<file path="src/rtl/fps_pkt_pkg.sv">
// Shared types and trailer-word layout for the FIFO packetizer.
// The trailer builder lives here so any consumer decodes the same field positions.
package fps_pkt_pkg;

  typedef enum logic [1:0] {
    S_IDLE    = 2'd0,
    S_DATA    = 2'd1,
    S_TRAILER = 2'd2
  } fps_state_e;

  localparam logic [7:0] TRAILER_MARKER = 8'hA5;

  localparam int TRL_W        = 32;
  localparam int TRL_CNT_LSB  = 0;
  localparam int TRL_CNT_W    = 16;
  localparam int TRL_SEQ_LSB  = 16;
  localparam int TRL_SEQ_W    = 8;
  localparam int TRL_MARK_LSB = 24;
  localparam int TRL_MARK_W   = 8;

  function automatic logic [TRL_W-1:0] build_trailer(input logic [TRL_SEQ_W-1:0] seq,
                                                     input logic [TRL_CNT_W-1:0] count);
    logic [TRL_W-1:0] w_word;
    w_word = '0;
    w_word[TRL_MARK_LSB +: TRL_MARK_W] = TRAILER_MARKER;
    w_word[TRL_SEQ_LSB  +: TRL_SEQ_W]  = seq;
    w_word[TRL_CNT_LSB  +: TRL_CNT_W]  = count;
    return w_word;
  endfunction

endpackage

</file>
<file path="src/rtl/fifo_packetizer.sv">
// Drains a show-ahead FIFO into a valid/ready stream, framing words into packets
// closed by a trailer carrying word count and sequence number.
//
// state     | meaning
// S_IDLE    | no partial packet (count=0); first pop opens one
// S_DATA    | partial packet open; closes on MAX_LEN, flush or idle timeout
// S_TRAILER | no pops; trailer loads into the output register when it is free
module fifo_packetizer
  import fps_pkt_pkg::*;
#(
  parameter int WIDTH   = 32,
  parameter int MAX_LEN = 16,
  parameter int TIMEOUT = 255
) (
  input  logic             clk,
  input  logic             rst_n,
  input  logic             fifo_empty,
  input  logic [WIDTH-1:0] fifo_dout,
  output logic             fifo_rd,
  input  logic             flush,
  output logic [WIDTH-1:0] m_data,
  output logic             m_valid,
  output logic             m_last,
  input  logic             m_ready,
  output logic [7:0]       seq
);

  localparam int IW = $clog2(TIMEOUT + 1);
  localparam logic [15:0]   MAX_LEN_C = 16'(MAX_LEN);
  localparam logic [IW-1:0] TIMEOUT_C = IW'(TIMEOUT);

  fps_state_e r_state, w_state_nxt;

  logic [WIDTH-1:0] r_data;
  logic             r_valid;
  logic             r_last;
  logic [7:0]       r_seq;
  logic [15:0]      r_count;
  logic [IW-1:0]    r_idle;

  logic             w_free;
  logic             w_pop;
  logic             w_load_trailer;
  logic [15:0]      w_count_inc;
  logic [IW-1:0]    w_idle_inc;

  assign w_free      = !r_valid || m_ready;
  assign w_count_inc = r_count + 16'd1;
  assign w_idle_inc  = r_idle + 1'b1;

  always_ff @(posedge clk or negedge rst_n) begin
    if (!rst_n) r_state <= S_IDLE;
    else        r_state <= w_state_nxt;
  end

  // Flush only matters in S_DATA; a pop in the same cycle is counted before closing.
  always_comb begin
    w_state_nxt = r_state;
    unique case (r_state)
      S_IDLE: begin
        if (w_pop) w_state_nxt = (w_count_inc == MAX_LEN_C) ? S_TRAILER : S_DATA;
      end
      S_DATA: begin
        if (w_pop) begin
          if ((w_count_inc == MAX_LEN_C) || flush) w_state_nxt = S_TRAILER;
        end else if (flush || (w_idle_inc == TIMEOUT_C)) begin
          w_state_nxt = S_TRAILER;
        end
      end
      S_TRAILER: begin
        if (w_free) w_state_nxt = S_IDLE;
      end
      default: w_state_nxt = S_IDLE;
    endcase
  end

  always_comb begin
    w_pop          = !fifo_empty && w_free && (r_state != S_TRAILER);
    w_load_trailer = (r_state == S_TRAILER) && w_free;
    fifo_rd        = w_pop;
  end

  always_ff @(posedge clk or negedge rst_n) begin
    if (!rst_n) begin
      r_data  <= '0;
      r_valid <= 1'b0;
      r_last  <= 1'b0;
      r_seq   <= 8'd0;
      r_count <= 16'd0;
      r_idle  <= '0;
    end else if (w_load_trailer) begin
      r_data  <= WIDTH'(build_trailer(r_seq, r_count));
      r_valid <= 1'b1;
      r_last  <= 1'b1;
      r_seq   <= r_seq + 8'd1;
      r_count <= 16'd0;
      r_idle  <= '0;
    end else if (w_pop) begin
      r_data  <= fifo_dout;
      r_valid <= 1'b1;
      r_last  <= 1'b0;
      r_count <= w_count_inc;
      r_idle  <= '0;
    end else begin
      if (w_free) begin
        r_valid <= 1'b0;
        r_last  <= 1'b0;
      end
      // Stalled cycles count as idle too; the FIFO keeps filling meanwhile.
      if ((r_state == S_DATA) && (r_idle != TIMEOUT_C)) r_idle <= w_idle_inc;
    end
  end

  assign m_data  = r_data;
  assign m_valid = r_valid;
  assign m_last  = r_last;
  assign seq     = r_seq;

endmodule
</file>
<file path="config.mk">
export PLATFORM = sky130hd
export DESIGN_NAME = fifo_packetizer
export DESIGN_NICKNAME = d
export VERILOG_FILES = /design/src/rtl/fps_pkt_pkg.sv /design/src/rtl/fifo_packetizer.sv
export SDC_FILE = /design/constraint.sdc
export NUM_CORES = 1
export LEC_CHECK = 0
export CAP_MARGIN = 20
export CORE_UTILIZATION = 50
export DETAILED_ROUTE_END_ITERATION = 6
export PLACE_DENSITY_LB_ADDON = 0.2
export SETUP_SLACK_MARGIN = 0.05
export SYNTH_ARGS = -nofsm -noshare
export SYNTH_HDL_FRONTEND = slang
export SYNTH_SLANG_ARGS = --single-unit
</file>
<file path="constraint.sdc">
create_clock -name clk -period 2.8 [get_ports clk]
set_clock_uncertainty 0.1 [all_clocks]
set_input_delay 0.28 -clock clk [delete_from_list [all_inputs] [get_ports clk]]
set_output_delay 0.28 -clock clk [all_outputs]
set_load 0.02 [all_outputs]
</file>
==> metrics.txt <==
outcome finished, violations left; failing checks design-rule violations; DR vias/cell 5.63; drt drc 4; area growth from synthesis to layout 31.8%; worst skew pair latency 340 ps; CP peak stage delay 470 ps; clock buffer count from CTS 9; Reg-to-Reg Start r_count[0]; critical path cell sequence ha_1, and4_4, and3_4, or3_1, a22oi_2, nand4b_1, and3_2; clock-pin slew on the worst setup and hold paths 80 ps; vias in the first global route 3031; Total Wirelength 8660 um; max-slew violation count 0; Post-Synth Simple-Gate Area 0.246; distinct cell type count after synthesis 52; number of synthesized flops with an enable pin 0; Worst Setup SP r_count[0]; mux cell area share after synthesis 0.00622; Stages on worst setup path 7; Synth Flop Type dfrtp_1; cell area after synthesis 3420 um^2; Critical Path End r_state[0]; first-pass GRT wire length 14300 um; largest net degree at the start of global routing 42; synthesized area per cell 8.93 um^2; initial core utilization 0.529; htree depth 3; flop and latch count out of synthesis 68; area leader, netlist dfrtp_1; grt ovf 0; synth top area cells dfrtp_1 (50%), nand2_1 (10%), a31oi_1 (4.6%); CP required 2940 ps; RR Endpoint r_state[0]; FMAX 0.444 GHz; CP delay by family, top simple AND/OR/NAND/NOR gates; final count of hold timing violations 0; hold_ws 366 ps; Worst Tran Pin Value 692 ps; largest family of logic cells by synthesized area simple AND/OR/NAND/NOR gates; total number of vias 3054; Setup CP Type reg -> reg; clk sinks 68; max cap viols 0; CP bufs+invs 0; clock tree buffer depth 2; commonest non-fill, non-tap cells in the layout nand2_1 (90), clkdlybuf4s50_1 (78), dfrtp_1 (68); CP arrival 2390 ps; Rows 29; Synth Area in Adders 0.0183; Pre-antenna DRT Iters 7; initial antenna violation count 0; Synth Area in Compound Gates 0.147; r2r setup slk 550 ps; maximum VDD drop 0.629 mV; Die ar. 7170 um^2; 1st-iter DRT viols 174; PortBufs 79; gr usage total 0.257; Sum Neg Setup Slack 0 ps; # nets final 502; Synth Area in XOR/XNOR 0.0487; CTS tree done; final antenna-violating net count 0; cells after synthesis 383; Post-Syn Nets 425; CP endpoint kind flip-flop; routability-driven placement congestion ratio 0.887; yosys warns 0; Vert. Die Dim 84.7 um; fin crit period 2250 ps; sequential share of the synthesized area 0.498; io pins 80; critical-path maximum fanout 9; Final period util 0.804; # setup viols final 0; detailed placer's ending HPWL 5700 um; ratio of cells with drive above 1 in the final layout 0.0796; Antenna diodes 0; ys async rst share 1.00; Pleak 2.02 nW; relative slew slack 0.539; pwr/cell area 951 nW/um^2; critical path's slowest cell dfrtp_1; core area 6460 um^2; Worst Setup Start Kind flip-flop; area fraction of the dominant cell type after synthesis 0.498; WL per Instance 16.0 um; Clk Tree Root Cell clkbuf_8; worst reg2reg path depth 7; RSZ-0062 raised after global routing false; most common cell after layout, fill and taps aside nand2_1; HP Class in -> reg; Die Width 84.7 um
## area by class of cell
type                            instances  area (um^2)
Clock buffer                           10          138
Clock inverter                          6         87.6
Fill cell                             511         1950
Inverter                                3         11.3
Multi-Input combinational cell        289         1600
Sequential cell                        68         1700
Tap cell                               77         96.3
Timing Repair Buffer                   89          876
## synth_stat cells (2+ instances only)
cell type	n
and2_1	6
a21oi_1	7
a22o_1	4
nor2b_1	2
nor3_1	3
buf_6	2
a21o_1	2
o31ai_1	2
inv_1	2
clkbuf_1	15
a41oi_1	2
nand3_1	14
and3_1	7
nor2_1	41
buf_4	2
xnor2_1	10
nand4_1	7
ha_1	5
a31oi_1	25
dfrtp_1	68
nand2_1	91
buf_2	3
o21ai_0	23
xor2_1	9
and3_2	2
nand2b_1	3
## state kept, by name (all words and copies together) (netlist names)
signal   flops
m_data      32
r_count     16
r_idle       8
seq          8
r_state      2
m_last       1
m_valid      1
## where the power goes
group	total (mW)	switching [mW]	leakage [nW]	internal [mW]
logic	1.81	0.986	1.03	0.826
clock network	0.915	0.389	0.116	0.526
registers	1.56	0.259	0.873	1.30
## kinds of logic (layout without fill, tap and decap cells)
group,count (synthesis),after routing
compound gates,77,77
xor+xnor,19,19
fa+ha+maj,5,5
buf+inv,26,108
flops,68,68
mux,2,2
simple gates,186,186
## metrics by stage
stage                     std cells   util  cell area (um^2)  setup slack (ps)  power (mW)
after floorplan                 383      -              3420               650        2.53
after global placement          525  0.661              4270               627        3.34
after detailed placement        525  0.661              4270               565        3.38
after CTS                       542  0.698              4510               558        4.31
after global routing            542  0.698              4510               449        4.54
final                           542  0.698              4510               549        4.28
## worst register-to-register path, cell delays in order, from the launching register on
cell and delay [ps]:
dfrtp_1 470, ha_1 290, and4_4 230, and3_4 190, or3_1 320, a22oi_2 160, nand4b_1 160, and3_2 230
## layer usage
| layer | vias to the layer above | part of all wire | track usage |
|---|---|---|---|
| met5 | - | 0 | 0 |
| met4 | 0 | 0.016 | 0.0971 |
| met3 | 13 | 0.057 | 0.0600 |
| met2 | 96 | 0.50 | 0.426 |
| met1 | 1463 | 0.43 | 0.330 |
| li1 | 1482 | - | - |
## worst min path at each step
| stage | start | to | slack, ps | cells after the start |
|---|---|---|---|---|
| final | fifo_dout[18] | m_data[18] | 370 | 3 |
| after global routing | fifo_dout[31] | m_data[31] | 390 | 3 |
| after detailed placement | rst_n | m_data[25] | 270 | 1 |
| after global placement | rst_n | m_data[25] | 260 | 1 |
| after floorplan | rst_n | m_data[0] | -120 | 0 |
| after CTS | fifo_dout[18] | m_data[18] | 360 | 3 |
## timing repair
action                                 4_1_cts  5_1_grt
hold buffers                                 1        0
gates resized for setup                      0        0
setup buffers                                0        0
endpoints found under the hold margin       28        0
No activity file was read; power rests on OpenSTA's default activity.
